**config.mk**
```make
export PLATFORM = sky130hd
export DESIGN_NAME = divider_8by4_shift_sub_flat
export DESIGN_NICKNAME = d
export VERILOG_FILES = /design/src/rtl/divider_8by4_shift_sub_pkg.sv /design/src/rtl/divider_8by4_shift_sub_if.sv /design/src/rtl/divider_8by4_shift_sub_step.sv /design/src/rtl/divider_8by4_shift_sub.sv /design/src/flat_wrapper.sv
export SDC_FILE = /design/constraint.sdc
export NUM_CORES = 1
export LEC_CHECK = 0
export ABC_AREA = 1
export BUFFER_PORTS_ARGS = -buffer_cell sky130_fd_sc_hd__buf_4
export CAP_MARGIN = 40
export CORE_ASPECT_RATIO = 2
export CORE_UTILIZATION = 45
export CTS_CLUSTER_SIZE = 16
export DETAILED_ROUTE_END_ITERATION = 16
export PLACE_DENSITY = 0.66
export SYNTH_ARGS = -nofsm -noshare
export SYNTH_HDL_FRONTEND = slang
export SYNTH_SLANG_ARGS = --single-unit
```
**constraint.sdc**
```tcl
create_clock -name clk -period 4 [get_ports clk]
set_input_delay 0.6 -clock clk [delete_from_list [all_inputs] [get_ports clk]]
set_output_delay 0.6 -clock clk [all_outputs]
set_load 0.05 [all_outputs]
```
**src/rtl/divider_8by4_shift_sub_pkg.sv**
```systemverilog
// Purpose: shared widths, counter sizing and FSM state type for the shift-subtract divider.
// Latency: n/a (types and constants only).
// Backpressure: n/a.
// Contents: DIVIDEND_W_DEF / DIVISOR_W_DEF default widths, CNT_W step-counter width,
//           div_state_t controller states.
package div_pkg;

  localparam int DIVIDEND_W_DEF = 8;
  localparam int DIVISOR_W_DEF  = 4;

  // Counter must be able to hold the value DIVIDEND_W (one past the last step index).
  localparam int CNT_W = $clog2(DIVIDEND_W_DEF + 1);

  typedef enum logic [1:0] {
    IDLE = 2'd0,
    RUN  = 2'd1,
    DONE = 2'd2
  } div_state_t;

endpackage

```
**src/rtl/divider_8by4_shift_sub_if.sv**
```systemverilog
// Purpose: start/busy/done request-result bundle between a requester and the divider.
// Latency: n/a (wires only).
// Backpressure: none; start is ignored by the divider while busy is high.
// Ports: master drives start/dividend/divisor; slave drives busy/done/quotient/remainder/div_by_zero.
interface divider_8by4_shift_sub_if
  import div_pkg::*;
#(
  parameter int DIVIDEND_W = DIVIDEND_W_DEF,
  parameter int DIVISOR_W  = DIVISOR_W_DEF
);

  logic                  start;
  logic [DIVIDEND_W-1:0] dividend;
  logic [DIVISOR_W-1:0]  divisor;
  logic                  busy;
  logic                  done;
  logic [DIVIDEND_W-1:0] quotient;
  logic [DIVISOR_W-1:0]  remainder;
  logic                  div_by_zero;

  modport master (
    output start, dividend, divisor,
    input  busy, done, quotient, remainder, div_by_zero
  );

  modport slave (
    input  start, dividend, divisor,
    output busy, done, quotient, remainder, div_by_zero
  );

endinterface

```
**src/rtl/divider_8by4_shift_sub_step.sv**
```systemverilog
// Purpose: one combinational restoring-division iteration on the {R,Q} pair.
// Latency: 0 cycles (pure combinational).
// Backpressure: n/a.
// Ports: r_in/q_in current partial remainder and quotient shift register, divisor;
//        r_out/q_out values after shift, trial subtract and quotient-bit insert.
module divider_step
  import div_pkg::*;
#(
  parameter int DIVIDEND_W = DIVIDEND_W_DEF,
  parameter int DIVISOR_W  = DIVISOR_W_DEF
) (
  input  logic [DIVISOR_W:0]    r_in,
  input  logic [DIVIDEND_W-1:0] q_in,
  input  logic [DIVISOR_W-1:0]  divisor,
  output logic [DIVISOR_W:0]    r_out,
  output logic [DIVIDEND_W-1:0] q_out
);

  logic [DIVISOR_W:0] r_sh;
  logic [DIVISOR_W:0] dsr_ext;
  logic               ge;

  always_comb begin
    r_sh    = {r_in[DIVISOR_W-1:0], q_in[DIVIDEND_W-1]};
    dsr_ext = {1'b0, divisor};
    // A bit shifted out of R's top means the true shifted value already
    // exceeds any divisor; with R < divisor on entry this never happens,
    // but folding it in keeps the compare exact for any R.
    ge      = r_in[DIVISOR_W] | (r_sh >= dsr_ext);
    r_out   = ge ? (r_sh - dsr_ext) : r_sh;
    q_out   = {q_in[DIVIDEND_W-2:0], ge};
  end

endmodule

```
**src/rtl/divider_8by4_shift_sub.sv**
```systemverilog
// Purpose: sequential restoring unsigned divider, DIVIDEND_W / DIVISOR_W -> quotient, remainder.
// Latency: done DIVIDEND_W+1 cycles after the start cycle; divide-by-zero reports done next cycle.
// Backpressure: start accepted only in IDLE or DONE; start while busy is ignored.
// Ports: clk, rst_n (async active-low); div_if.slave carries start/operands in, busy/done/results out.
module divider_8by4_shift_sub
  import div_pkg::*;
#(
  parameter int DIVIDEND_W = DIVIDEND_W_DEF,
  parameter int DIVISOR_W  = DIVISOR_W_DEF
) (
  input  logic                      clk,
  input  logic                      rst_n,
  divider_8by4_shift_sub_if.slave   div_if
);

  localparam int CNT_LW = $clog2(DIVIDEND_W + 1);

  div_state_t            state_q, state_d;
  logic [DIVISOR_W:0]    r_q, r_d;
  logic [DIVIDEND_W-1:0] q_q, q_d;
  logic [DIVISOR_W-1:0]  dsr_q, dsr_d;
  logic [CNT_LW-1:0]     cnt_q, cnt_d;
  logic                  dbz_q, dbz_d;

  logic [DIVISOR_W:0]    r_step;
  logic [DIVIDEND_W-1:0] q_step;

  divider_step #(
    .DIVIDEND_W (DIVIDEND_W),
    .DIVISOR_W  (DIVISOR_W)
  ) u_step (
    .r_in    (r_q),
    .q_in    (q_q),
    .divisor (dsr_q),
    .r_out   (r_step),
    .q_out   (q_step)
  );

  always_comb begin
    state_d = state_q;
    r_d     = r_q;
    q_d     = q_q;
    dsr_d   = dsr_q;
    cnt_d   = cnt_q;
    dbz_d   = dbz_q;

    case (state_q)
      IDLE, DONE: begin
        if (div_if.start) begin
          dsr_d = div_if.divisor;
          q_d   = div_if.dividend;
          r_d   = '0;
          cnt_d = '0;
          dbz_d = 1'b0;
          if (div_if.divisor == '0) begin
            // Skip iterating: saturated quotient flags the illegal operation.
            q_d     = '1;
            dbz_d   = 1'b1;
            state_d = DONE;
          end else begin
            state_d = RUN;
          end
        end else if (state_q == DONE) begin
          state_d = IDLE;
        end
      end
      RUN: begin
        r_d   = r_step;
        q_d   = q_step;
        cnt_d = cnt_q + 1'b1;
        if (cnt_q == CNT_LW'(DIVIDEND_W - 1)) begin
          state_d = DONE;
        end
      end
      default: state_d = IDLE;
    endcase
  end

  always_ff @(posedge clk or negedge rst_n) begin
    if (!rst_n) begin
      state_q <= IDLE;
      r_q     <= '0;
      q_q     <= '0;
      dsr_q   <= '0;
      cnt_q   <= '0;
      dbz_q   <= 1'b0;
    end else begin
      state_q <= state_d;
      r_q     <= r_d;
      q_q     <= q_d;
      dsr_q   <= dsr_d;
      cnt_q   <= cnt_d;
      dbz_q   <= dbz_d;
    end
  end

  // DONE only ever lasts one cycle per result, so done is a pulse by construction.
  assign div_if.busy        = (state_q == RUN);
  assign div_if.done        = (state_q == DONE);
  assign div_if.quotient    = q_q;
  assign div_if.remainder   = r_q[DIVISOR_W-1:0];
  assign div_if.div_by_zero = dbz_q;

endmodule
```
**src/flat_wrapper.sv**
```systemverilog
// flat-port wrapper written by rule: the top's interface ports become plain ports
module divider_8by4_shift_sub_flat import div_pkg::*;
#(
  parameter int DIVIDEND_W = DIVIDEND_W_DEF,
  parameter int DIVISOR_W  = DIVISOR_W_DEF
)
  (clk, rst_n, div_if_start, div_if_dividend, div_if_divisor, div_if_busy, div_if_done, div_if_quotient, div_if_remainder, div_if_div_by_zero);
  divider_8by4_shift_sub_if #(.DIVIDEND_W(DIVIDEND_W), .DIVISOR_W(DIVISOR_W)) div_if_i ();
  input  logic clk;
  input  logic rst_n;
  input wire logic [$bits(div_if_i.start)-1:0] div_if_start;
  input wire logic [$bits(div_if_i.dividend)-1:0] div_if_dividend;
  input wire logic [$bits(div_if_i.divisor)-1:0] div_if_divisor;
  output wire logic [$bits(div_if_i.busy)-1:0] div_if_busy;
  output wire logic [$bits(div_if_i.done)-1:0] div_if_done;
  output wire logic [$bits(div_if_i.quotient)-1:0] div_if_quotient;
  output wire logic [$bits(div_if_i.remainder)-1:0] div_if_remainder;
  output wire logic [$bits(div_if_i.div_by_zero)-1:0] div_if_div_by_zero;
  assign div_if_i.start = div_if_start;
  assign div_if_i.dividend = div_if_dividend;
  assign div_if_i.divisor = div_if_divisor;
  assign div_if_busy = div_if_i.busy;
  assign div_if_done = div_if_i.done;
  assign div_if_quotient = div_if_i.quotient;
  assign div_if_remainder = div_if_i.remainder;
  assign div_if_div_by_zero = div_if_i.div_by_zero;
  divider_8by4_shift_sub #(.DIVIDEND_W(DIVIDEND_W), .DIVISOR_W(DIVISOR_W)) u_core (.clk(clk), .rst_n(rst_n), .div_if(div_if_i));
endmodule
```
; Yosys cells after proc, flatten, opt, wreduce, memory -nomap -nowiden
; Index checks and enable logic that the tools add are counted.
[totals]
register_bits = 24
inputBits = 15
output_inout_bits = 15
elab_cells = 37
[classes]
n_addsub = 2
order_cmp = 1
n_eq_ne = 6
muxes = 14
bitwise = 1
reduce_logical = 7
[op_table]
columns = cell, n
row1 = $mux W8, 2
row2 = $pmux W8 S2, 1
row3 = $mux W5, 2
row4 = $pmux W5 S2, 1
row5 = $mux W2, 4
row6 = $pmux W4 S2, 1
row7 = $reduce_and A2 Y1, 3
row8 = $ge A5 B4 Y1, 1
row9 = $sub A5 B4 Y5, 1
row10 = $add A4 B1 Y4 const B, 1
row11 = $eq A4 B3 Y1 const B, 1
row12 = $logic_not A4 Y1, 1
row13 = $mux W4, 1
row14 = $pmux W2 S2, 1
row15 = $ne A3 B3 Y1 const B, 1
row16 = $eq A2 B1 Y1 const B, 1
row17 = $eq A2 B2 Y1 const B, 1
row18 = $logic_not A2 Y1, 1
row19 = $ne A2 B1 Y1 const B, 1
row20 = $ne A2 B2 Y1 const B, 1
row21 = $reduce_bool A2 Y1, 1
row22 = $reduce_or A2 Y1, 1
row23 = $mux W1, 1
row24 = $or A1 B1 Y1, 1

; Logic depth before layout (Yosys ltp)
[logic_depth]
word_depth = 4
ltp_mapped = 10
ltp_nobuf = 10

; Cells and area by module
; A second synthesis with hierarchy kept.
[hier_totals]
hier_cells = 213
hier_area_um2 = 1527.7
[modules_own_cells]
columns = mod, instances, cells_per_inst, area_each_um2, seq_area_each_um2
row1 = divider_8by4_shift_sub, 1, 156, 1173.6, 600.6
row2 = divider_step, 1, 57, 354.1, 0.0

; Least setup slack after synthesis
; No wires, ideal clock.
[synth_path]
path_kind = register -> register
from = register u_core.q_q[7] (netlist: u_core.div_if.quotient[7])
to = register u_core.r_q[4]
setup_ps = 76
arrival_ps = 1785
required_time_ps = 3924
setup_slack_ps = 2139
stages_incl_launch_ff = 9
path_buffers = 0
period_less_slack_ps = 1861
path_cell_list = dfrtp_1 inv_1 ha_1 fa_1 o21ai_1 nand2_1 nand2_1 nand2_1 o21ai_1
[synth_via]
elab_chain_len = 4
word_cells_on_any_way = 5
cone_classes = add/sub (1) / order compare (1) / mux (2) / bitwise (1)
[synth_rtl]
columns = element, line_no
row1 = "start, declared", divider_8by4_shift_sub.sv:20  ; logic [DIVIDEND_W-1:0] q_q, q_d;
row2 = "start signal, assigned", divider_8by4_shift_sub.sv:90  ; q_q <= q_d;
row3 = $ge A5 B4 Y1, divider_8by4_shift_sub_step.sv:29  ; ge = r_in[DIVISOR_W] | (r_sh >= dsr_ext);
row4 = $or A1 B1 Y1, divider_8by4_shift_sub_step.sv:29
row5 = $mux W5 (*), divider_8by4_shift_sub_step.sv:30  ; r_out = ge ? (r_sh - dsr_ext) : r_sh;
row6 = $pmux W5 S2 (*), divider_8by4_shift_sub.sv:47  ; case (state_q)
row7 = "end signal, assigned", divider_8by4_shift_sub.sv:89  ; r_q <= r_d;
row8 = "end, declared", divider_8by4_shift_sub.sv:19  ; logic [DIVISOR_W:0] r_q, r_d;
; Every way passes the cells marked *; elsewhere a longest branch is shown, timed or not.
; A chain may end at the register's enable or synchronous reset.

; Worst setup path in the final report
[layout_path]
from = register u_core.state_q[1]
to = output port div_if_busy
[layout_via]
elab_chain_len = 1
[layout_rtl]
columns = element, line_no
row1 = "start, declared", divider_8by4_shift_sub.sv:18  ; div_state_t state_q, state_d;
row2 = "start signal, assigned", divider_8by4_shift_sub.sv:88  ; state_q <= state_d;
row3 = $eq A2 B1 Y1, divider_8by4_shift_sub.sv:98  ; assign div_if.busy = (state_q == RUN);
row4 = "end, declared", flat_wrapper.sv:14  ; output wire logic [$bits(div_if_i.busy)-1:0] div_if_busy;
; Every way passes these cells.

==> qor.csv <==
stage,metric,value,unit
finish,drive_gt1_share,22.11,%
routing,top_layer,met4,
synth,ys.flop_type,dfrtp_1,
timing,period_minus_slack,1.825,ns
routing,vias,1164,
floorplan,core-area,2770,um^2
clock_tree,post_cts_resize_count,0,
synth,yosys_warnings,0,
worst_setup_path,critPathLaunchType,register,
routing,routed-wl-met3,91,um
clock_tree,cts.htree.levels,1,
floorplan,start_util,48.06,%
synth,synth_most_common_cell,nand2_1,
placed_design,place_inst,216,
timing,timing.final.hold_violations,0,
synth,synthTopCellsByCount,"50 x nand2_1, 24 x dfrtp_1, 17 x inv_1",
floorplan,rows,27,
worst_setup_path,slowest_stage,dfrtp_1,
routing,wl_met1,1208,um
worst_setup_path,worst_path_largest_cell_delay,0.44,ns
placed_design,globalplace.congestion,0.7070,
finish,fin_cells,219,
clock_tree,cts_hold_buf,0,
global_route,grt_max_degree,25,
min_path,hp-class,input port to async pin,
placed_design,dpl.hpwl,2345,um
routing,dr.pass1.iters,4,
synth,syn_avg_cell_area,8.068,um^2
timing,slew_violations,0,
routing,drt_iter0_markers,32,
run,maxCapViolCount,0,
finish,n_antenna_cell,0,
synth,syn-instance-count,165,
worst_setup_path,crit_chain,"nor2_8, buf_4",
worst_setup_path,worst-setup-path-type,register to output port,
synth,ys_types,28,
routing,avgRoutedWirePerCell,13.61,um
clock_tree,cts_sinks,24,
timing,max_slew.worst_pin.slew,0.3145,ns
floorplan,die_area,3193,um^2
worst_setup_path,crit_buf_inv,1,
worst_setup_path,cp.required,3.40,ns
synth,synth_area,1331,um^2
timing,relSlewSlack,79.04,%
floorplan,die_h,78.92,um
synth,synthesis.nets,186,
clock_tree,cts.clk_slew.worst_paths,0.08,ns
timing,fin_skew,0.003092,ns
synth,synth_top_cell_area_share,45.11,%
worst_setup_path,r2r_start,u_core.div_if.quotient[7]$_DFFE_PN0P_,
timing,fmax,548.0,MHz
global_route,grt.total_usage,20.86,%
placed_design,place_area,1534,um^2
global_route,grt_overflow_total,0,
worst_setup_path,crit_family,flip-flops,
synth,ys_seq_elements,24,
global_route,grt_pass1_wl,4698,um
finish,area_growth,18.33,%
worst_setup_path,startpoint,u_core.state_q[1]$_DFFE_PN0P_,
finish,nets,213,
floorplan,ios,30,
routing,routed_via_density,5.315,
clock_tree,cts_tree,done,
synth,ys_async_sr_fraction,100.0,%
synth,synth_edf_count,0,
clock_tree,insertion_delay,0.26,ns
floorplan,dieWidth,40.46,um
timing,rsz0062_at_grt,false,
clock_tree,clock_path_buffers,2,
outcome,status,"complete, no violations",
global_route,grt_pass1_vias,1121,
finish,final_area,1575,um^2
routing,wirelength,2981,um
placed_design,numPortBuffers,29,
synth,synthTopCellsByArea,"dfrtp_1 45%, nand2_1 14%, inv_1 4.8%",
global_route,antenna_found_initial,0,
routing,drc_errors,0,
worst_setup_path,crit_path_max_fanout,15,
timing,period_share,45.62,%
clock_tree,root_buffer,clkbuf_8,
synth,yosysSeqAreaShare,45.11,%
timing,setup_viol,0,
routing,met2_length,1647,um
clock_tree,postCtsSetupBuffers,0,
worst_setup_path,worstPathArrival,1.22,ns
timing,tns,0,ns
synth,synth_top_area_cell,dfrtp_1,
clock_tree,cts_made_buffers,3,
routing,ant_nets,0,
worst_setup_path,cp-end-kind,output port,
[worst paths after layout]
kind	to	slack, ns	depth (start not counted)
setup / recovery	div_if_busy	2.18	2
hold / removal	u_core.div_if.quotient[4]$_DFFE_PN0P_	0.22	1
setup reg to reg	u_core.r_q[4]$_DFFE_PN0P_	2.34	8
hold reg to reg	u_core.cnt_q[3]$_DFFE_PN0P_	0.48	1
max in group asynchronous	u_core.dsr_q[2]$_DFFE_PN0P_	3.54	1
min in group clk	u_core.cnt_q[3]$_DFFE_PN0P_	0.48	1
[cell families after synthesis]
kind of cell	after synthesis	synth area share [%]
fa+ha+maj	6	6.203
flops	24	45.11
compound gates	21	8.834
xor+xnor	1	0.6580
buf+inv	28	9.963
simple gates	85	29.23
[metrics by stage]
step / util, % / setup WS (ns) / hold WS [ns]
floorplan: - / 2.139 / 0.3044
global placement: 55.37 / 2.360 / 0.4638
detailed placement: 55.37 / 2.347 / 0.4651
CTS: 56.87 / 2.169 / 0.2319
global route: 56.87 / 2.122 / 0.2426
finish: 56.87 / 2.175 / 0.2249
[state kept, by name (all words and copies together) (netlist names)]
| name | flops |
|---|---|
| u_core.dsr_q | 4 |
| u_core.div_if.quotient | 8 |
| u_core.state_q | 2 |
| u_core.r_q | 5 |
| u_core.div_if.div_by_zero | 1 |
| u_core.cnt_q | 4 |
[cells in the final DEF, fill, tap and decap left out, types with 2 or more instances in the layout]
cell type	netlist	layout
dfrtp_1	24	24
nand3_1	12	12
ha_1	5	5
nor2_1	10	10
clkbuf_8	0	3
nand4_1	4	4
o21ai_1	6	6
inv_2	3	3
a21oi_1	5	5
o21ai_0	5	5
nand2_1	50	50
buf_4	4	29
nor3_1	2	2
o22ai_1	2	2
nand2_4	2	2
inv_1	17	17
[cell type report]
type	count	area, um^2
Sequential cell	24	600.6
Inverter	21	81.33
Fill cell	274	1195
Tap cell	29	36.28
Timing Repair Buffer	29	217.7
Clock buffer	3	41.29
Multi-Input combinational cell	113	598.1
[routing by layer]
metal | GRT usage, % | vias to the layer above
met4 | 6.000 | 0
met5 | 0 | -
met3 | 1.676 | 4
met2 | 37.78 | 28
li1 | - | 580
met1 | 23.83 | 552
Power is not shown: default switching activity piles up to over one toggle a cycle in this logic, so the estimate is an artifact.
